==> src/rtl/serial_adder_pkg.sv <==
// serial_adder_pkg: FSM state type and default operand width for serial_adder
package serial_adder_pkg;
  typedef enum logic [1:0] {IDLE, SHIFT, DONE} state_t;
  localparam int DEF_WIDTH = 8;
endpackage

==> src/rtl/full_adder.sv <==
// full_adder: single-bit full adder
module full_adder (
  input  logic i_a,
  input  logic i_b,
  input  logic i_c,
  output logic o_s,
  output logic o_c
);
  assign o_s = i_a ^ i_b ^ i_c;
  assign o_c = (i_a & i_b) | (i_c & (i_a ^ i_b));
endmodule

==> src/rtl/serial_adder.sv <==
// serial_adder: bit-serial adder, one bit per clock; SERIAL_ADDER_SUB_EN adds a subtract port
module serial_adder
  import serial_adder_pkg::*;
#(
  parameter int WIDTH = DEF_WIDTH
) (
  input  logic             clk,
  input  logic             rst,
  input  logic             start,
`ifdef SERIAL_ADDER_SUB_EN
  input  logic             sub,
`endif
  input  logic [WIDTH-1:0] a,
  input  logic [WIDTH-1:0] b,
  input  logic             c_in,
  output logic             busy,
  output logic             done,
  output logic [WIDTH-1:0] sum,
  output logic             c_out,
  output logic             overflow
);
  localparam int CW = $clog2(WIDTH);
  state_t           r_state;
  logic [WIDTH-1:0] r_a;
  logic [WIDTH-1:0] r_b;
  logic [WIDTH-1:0] r_res;
  logic             r_carry;
  logic [CW-1:0]    r_cnt;
  logic [WIDTH-1:0] w_b_ld;
  logic             w_c_ld;
  logic             w_s;
  logic             w_co;
  logic             w_go;
`ifdef SERIAL_ADDER_SUB_EN
  assign w_b_ld = sub ? ~b : b;
  assign w_c_ld = sub | c_in;
`else
  assign w_b_ld = b;
  assign w_c_ld = c_in;
`endif
  assign w_go = start && (r_state != SHIFT);
  assign busy = r_state == SHIFT;
  assign done = r_state == DONE;
  full_adder u_fa (
    .i_a(r_a[0]),
    .i_b(r_b[0]),
    .i_c(r_carry),
    .o_s(w_s),
    .o_c(w_co)
  );
  always_ff @(posedge clk)
    if (rst) begin
      r_state  <= IDLE;
      r_a      <= '0;
      r_b      <= '0;
      r_res    <= '0;
      r_carry  <= 1'b0;
      r_cnt    <= '0;
      sum      <= '0;
      c_out    <= 1'b0;
      overflow <= 1'b0;
    end else if (w_go) begin
      r_state <= SHIFT;
      r_a     <= a;
      r_b     <= w_b_ld;
      r_carry <= w_c_ld;
      r_cnt   <= '0;
    end else if (r_state == SHIFT) begin
      r_a     <= r_a >> 1;
      r_b     <= r_b >> 1;
      r_carry <= w_co;
      r_res   <= {w_s, r_res[WIDTH-1:1]};
      r_cnt   <= r_cnt + CW'(1);
      if (r_cnt == CW'(WIDTH-1)) begin
        r_state  <= DONE;
        sum      <= {w_s, r_res[WIDTH-1:1]};
        c_out    <= w_co;
        overflow <= r_carry ^ w_co;
      end
    end else
      r_state <= IDLE;
endmodule

==> config.mk <==
export PLATFORM = sky130hd
export DESIGN_NAME = serial_adder
export DESIGN_NICKNAME = d
export VERILOG_FILES = /design/src/rtl/serial_adder_pkg.sv /design/src/rtl/full_adder.sv /design/src/rtl/serial_adder.sv
export SDC_FILE = /design/constraint.sdc
export NUM_CORES = 1
export LEC_CHECK = 0
export CAP_MARGIN = 10
export CELL_PAD_IN_SITES_DETAIL_PLACEMENT = 1
export CELL_PAD_IN_SITES_GLOBAL_PLACEMENT = 2
export CORE_MARGIN = 3
export CORE_UTILIZATION = 34
export DETAILED_ROUTE_END_ITERATION = 8
export PLACE_DENSITY_LB_ADDON = 0.1
export SLEW_MARGIN = 20
export SYNTH_ARGS = -nofsm -noshare
export SYNTH_HDL_FRONTEND = slang
export SYNTH_SLANG_ARGS = --single-unit
==> constraint.sdc <==
create_clock -name clk -period 3.15 [get_ports clk]
set_input_delay 0.4725 -clock clk [delete_from_list [all_inputs] [get_ports clk]]
set_output_delay 0.4725 -clock clk [all_outputs]
set_load 0.02 [all_outputs]
* Yosys cells after proc, flatten, opt, wreduce, memory -nomap -nowiden
Index checks and enable logic that the tools add are counted.
** Word-level totals
- Bits in registers :: 40
- Output and inout bits :: 12
- Bits of input ports :: 20
- Word-level logic and storage cells :: 39
** Cells by class
- Bitwise operators :: 8
- Reduce and logical (&&, ||, !) cells :: 6
- $add $sub $neg :: 1
- Equality and inequality tests :: 5
- Muxes and demuxes :: 9
** Operators by type and width (number)
- two-way mux 8 bit :: 4
- two-way mux 1 bit :: 5
- adder 3 x 1 -> 3 bit, second input constant :: 1
- equality test 3 bit, second input constant :: 1
- inequality test 3 x 1 -> 1 bit, second input constant :: 1
- AND reduction 3 bit :: 1
- OR reduction 3 bit :: 1
- XOR 1 bit :: 3
- AND 1 bit :: 2
- equality test 2 x 1 -> 1 bit, second input constant :: 1
- equality test 2 bit, second input constant :: 1
- inequality test 2 x 1 -> 1 bit, second input constant :: 1
- inverter 1 bit :: 2
- AND reduction 2 bit :: 1
- nonzero test 2 bit :: 1
- OR reduction 2 bit :: 1
- logical AND 1 bit :: 1
- bitwise OR 1 bit :: 1

* Depth between registers and ports, before layout
- Word-level depth :: 5
- Mapped depth :: 6
- Depth with buffers taken out :: 5

* Cells and area by module
From an unflattened synthesis, not the netlist that was laid out.
** Unflattened totals
- Cells, all modules :: 173
- Area, all modules :: 1627.8 µm²
** Modules (own cells, without submodules)
- serial_adder :: cells an instance 172, seq. area each 780.7 µm², instances 1, area an instance 1607.8 µm²
- full_adder :: cells an instance 1, seq. area each 0.0 µm², instances 1, area an instance 20.0 µm²

* Least setup slack after synthesis
OpenSTA, ideal clock, no wires.
- Kind :: register to register
- Start :: register r_cnt[0]
- End :: register overflow
- Period minus slack after synthesis :: 1250 ps
- Setup time :: 87 ps
- Slack :: 1900 ps
- Required time :: 3063 ps
- Arrival time :: 1163 ps
- Stages on the path, launching flop included :: 6
- Path buffers :: 1
- Cells stage by stage :: dfxtp_1 > ha_1 > ha_1 > and3b_1 > buf_2 > a211oi_1
** On the way
- Word-level cells in the longest chain between the ends :: 2
** Ends and longest elaborated chain
- start, declared :: RTL line serial_adder.sv:28 : logic [CW-1:0] r_cnt;
- start signal, assigned :: RTL line serial_adder.sv:73 : r_cnt <= r_cnt + CW'(1);
- equality test 3 bit :: RTL line serial_adder.sv:74 : if (r_cnt == CW'(WIDTH-1)) begin
- AND reduction 3 bit (no source line)
- end signal, assigned :: RTL line serial_adder.sv:78 : overflow <= r_carry ^ w_co;
- end, declared :: RTL line serial_adder.sv:20 : output logic overflow
No other way between the ends.
A chain may end at the register's enable or synchronous reset.

* Worst setup path in the final report
- Start :: register r_state[1]
- End :: output busy
** On the way
- Word-level cells in the longest chain between the ends :: 1
** Ends and longest elaborated chain
- start, declared :: RTL line serial_adder.sv:23 : state_t r_state;
- start signal, assigned :: RTL line serial_adder.sv:53 : r_state <= IDLE;
- start signal, assigned :: RTL line serial_adder.sv:63 : r_state <= SHIFT;
- start signal, assigned :: RTL line serial_adder.sv:75 : r_state <= DONE;
- equality test 2 x 1 -> 1 bit :: RTL line serial_adder.sv:42 : assign busy = r_state == SHIFT;
- end, declared :: RTL line serial_adder.sv:16 : output logic busy,
No other way between the ends.

==> summary.txt <==
STATUS
--------------------------------------------------------------------------------
Outcome                                                                completed

STA
--------------------------------------------------------------------------------
Max_slew headroom                                                          42.8%
Unrepaired setup endpoints after global routing                               no
Final count of negative-setup-slack endpoints                                  0
Peak clock frequency supported by timing                                 486 MHz
Pin slew with the least headroom to its limit                           0.858 ns
Clock skew                                                            0.00373 ns
Final worst path period share                                              65.4%
Aggregate negative setup slack                                              0 ns
Number of hold violations in the final report                                  0
Worst hold margin                                                       0.458 ns
Final critical delay including setup and external delays                 2.06 ns
Pins over their slew limit                                                     0

MIN PATH
--------------------------------------------------------------------------------
Min-Delay Path Class                                                flip-flop to flip-flop

ROUTING
--------------------------------------------------------------------------------
Residual antenna-violating net count after detailed routing                    0
Starting DRC count in detailed routing                                        36
Total vias in the final route                                              1,293
Via-to-Cell Ratio                                                           4.86
DRT Pass-1 Iters                                                               4
Final routed wirelength across all metal layers                          3390 um
Wire length per cell after detailed routing                              12.7 um
# DRC                                                                          0

RUN
--------------------------------------------------------------------------------
Maximum Capacitance Violations                                                 0

CTS
--------------------------------------------------------------------------------
Cells resized by post-CTS repair                                               0
Later-pin clock latency in the skew report                               0.28 ns
Root cell of the clock tree                                         sky130_fd_sc_hd__clkbuf_8
CTS tree                                                                    done
Number of post-CTS setup repair buffers                                        0
Deepest level of the CTS H-tree                                                2
Number of CTS-inserted buffers                                                 5
Hold-fix buffers at CTS                                                        0
CTS clock-pin slew for the worst setup and hold paths                    0.07 ns
Maximum buffer depth of the clock tree                                         2
CTS sink count                                                                39

GLOBAL ROUTING
--------------------------------------------------------------------------------
Via count of the first global-routing pass                                 1,322
Wire length of the first global-routing pass                             5870 um
Number of antenna violations at the first check in global routing              0
Remaining global-route overflow                                                0
Overall fraction of global-route tracks in use                             12.3%
Maximum number of pins on one net before global-route repair                  42

SETUP PATH
--------------------------------------------------------------------------------
Reg-to-reg critical path startpoint                                     r_cnt[0]
Reg-to-Reg End                                                          overflow
Endpoint of the most critical setup path                                    busy
Ordered cell list for the critical path                             nand2b_2 -> inv_4 -> clkdlybuf4s50_1
Req. time, crit path                                                     2.68 ns
Critical path fanouts, max                                                    14
R2r setup slk                                                            1.65 ns
Kind of critical path                                               flip-flop to output port
Arrival @ worst endpoint                                                 1.59 ns
Endpoint type of the worst setup path                                output port
Critical path startpoint category                                      flip-flop
Setup crit start                                                      r_state[1]
Critical-path top delay cell                                        sky130_fd_sc_hd__clkdlybuf4s50_1
Critical Path Max Stage Delay                                            0.63 ns
R2R cell count                                                                 5

SYNTHESIS
--------------------------------------------------------------------------------
Post-synthesis area per instance                                      9.69 sq um
Proportion of synthesized chip area in sequential cells                    46.6%
Warning count from the yosys run                                               0
Cells after synthesis                                                        173
Flip-flop and latch count after synthesis                                     39
Synthesized area                                                      1680 sq um
Number of different library cells in the post-synthesis netlist               20
Mapped Nets                                                                  196

PLACE
--------------------------------------------------------------------------------
Number of port buffers                                                        31
Final Wtd Congestion                                                       0.671
DP HPWL                                                                  2380 um

POWER AND IR DROP
--------------------------------------------------------------------------------
Reg power frac                                                             46.5%
Ratio of total power to cell area                                    541 nW/um^2
Sw Ratio                                                                   21.6%
Internal power contribution                                             0.896 mW
Switching power total                                                   0.247 mW
VDD IR max                                                            0.000276 V
Power share of the clock group                                             42.2%
Gate power share                                                           11.3%
Leakage                                                                 0.785 nW

FLOORPLAN
--------------------------------------------------------------------------------
Core outline area                                                     4560 sq um
Die Width                                                                76.2 um
Full die area                                                         5810 sq um
Row Count                                                                     24
Starting utilization of the core area                                      36.7%
Top-level I/O count                                                           32
Die extent in y                                                          76.2 um

CELLS AND AREA
--------------------------------------------------------------------------------
Fraction of final layout cells sized beyond drive strength 1               13.4%
Antenna cell count                                                             0
# nets final                                                                 223
Number of fill cells                                                         536
Multi-input gate area in the final layout                              791 sq um
Sequential cell area                                                   781 sq um
Fin util                                                                   46.3%
Relative area change from synthesis to final layout                        26.0%

## registers in the layout, summed over array words and instances, names as in the netlist
| register | cells |
|---|---|
| r_b | 8 |
| overflow | 1 |
| r_res | 7 |
| r_carry | 1 |
| r_cnt | 3 |
| sum | 8 |
| r_a | 8 |
| c_out | 1 |
| r_state | 2 |
## layout by cell type (no fill, tap or decap), types with 2 or more instances in the layout
| cell type | Yosys | final |
|---|---|---|
| sky130_fd_sc_hd__buf_4 | 3 | 2 |
| sky130_fd_sc_hd__dfxtp_1 | 39 | 39 |
| sky130_fd_sc_hd__nand2b_1 | 3 | 2 |
| sky130_fd_sc_hd__nand3b_1 | 4 | 4 |
| sky130_fd_sc_hd__ha_1 | 2 | 2 |
| sky130_fd_sc_hd__clkbuf_8 | 0 | 5 |
| sky130_fd_sc_hd__nor3_1 | 2 | 2 |
| sky130_fd_sc_hd__mux2i_1 | 17 | 17 |
| sky130_fd_sc_hd__nand2_1 | 35 | 35 |
| sky130_fd_sc_hd__bufinv_16 | 0 | 2 |
| sky130_fd_sc_hd__nor2_1 | 17 | 17 |
| sky130_fd_sc_hd__clkdlybuf4s50_1 | 0 | 30 |
| sky130_fd_sc_hd__a21oi_1 | 20 | 20 |
| sky130_fd_sc_hd__a211oi_2 | 15 | 15 |
## cell type report
cell class,count,share of cell area (%)
repair buffers,33,15.2
flip-flops and latches,39,37.0
inverters,1,0.296
clock buffers,6,3.44
clock inverters,2,2.84
multi-input cells,120,37.4
well taps,65,3.85
## cell usage after synthesis (all sizes together)
cell type / instances / area share, %
dfxtp: 39 / 47
nand2: 35 / 7.8
a21oi: 20 / 6.0
mux2i: 17 / 10
nor2: 17 / 3.8
a211oi: 16 / 12
buf: 11 / 5.6
nand3b: 4 / 1.8
nand2b: 3 / 1.1
clkbuf: 2 / 0.45
ha: 2 / 1.5
nor3: 2 / 0.60
and3b: 1 / 0.52
fa: 1 / 1.2
inv: 1 / 0.37
nor2b: 1 / 0.37
xnor2: 1 / 0.52
## worst min-delay path by stage
stage                  end  slack, ns  depth (start not counted)     start
finish              sum[3]       0.46                          2    sum[3]
global route        sum[3]       0.48                          2    sum[3]
CTS                 sum[3]       0.46                          2    sum[3]
detailed placement  sum[3]       0.45                          2    sum[3]
global placement    sum[3]       0.44                          2    sum[3]
floorplan           sum[0]       0.43                          2  r_res[1]
## metrics by stage
| stage | power [mW] | cells | instance area, sq um | setup WS, ns |
|---|---|---|---|---|
| 2_1_floorplan | 0.642 | 173 | 1680 | 1.90 |
| 3_3_place_gp | 0.670 | 258 | 1980 | 1.39 |
| 3_5_place_dp | 0.676 | 258 | 1980 | 1.35 |
| 4_1_cts | 1.17 | 266 | 2110 | 1.06 |
| 5_1_grt | 1.21 | 266 | 2110 | 0.989 |
| 6_report | 1.14 | 266 | 2110 | 1.09 |
## worst max-delay path, delay by kind of cell (launching register included)
family	cells	cell delay (ns)
flip-flops	1	0.33
buffers and inverters	2	0.78
AND/OR/NAND/NOR	1	0.20
## kinds of logic (layout without fill, tap and decap cells)
group / count (synthesis) / count (layout) / synth area share [%]
AO/OA/AOI/OAI: 36 / 36 / 17.6
XOR/XNOR: 1 / 1 / 0.522
adder cells (fa/ha/maj): 3 / 3 / 2.69
buffers and inverters: 14 / 42 / 6.42
flip-flops: 39 / 39 / 46.6
multiplexers: 17 / 17 / 10.1
AND/OR/NAND/NOR: 63 / 63 / 16.0
## power by group through the flow
stage	combinational (mW)	sequential (mW)	clock (mW)
2_1_floorplan	0.102	0.539	0
3_3_place_gp	0.127	0.542	0
3_5_place_dp	0.132	0.544	0
4_1_cts	0.132	0.532	0.502
5_1_grt	0.143	0.535	0.529
6_report	0.129	0.532	0.482
## layer usage
metal | global-route usage (%) | wire length (um) | vias up
li1 | - | - | 642
met1 | 13.8 | 1540 | 625
met2 | 21.9 | 1690 | 22
met3 | 3.31 | 135 | 4
met4 | 4.89 | 30 | 0
met5 | 0 | 0 | -
Note: power is estimated with default switching activity, not from simulation.
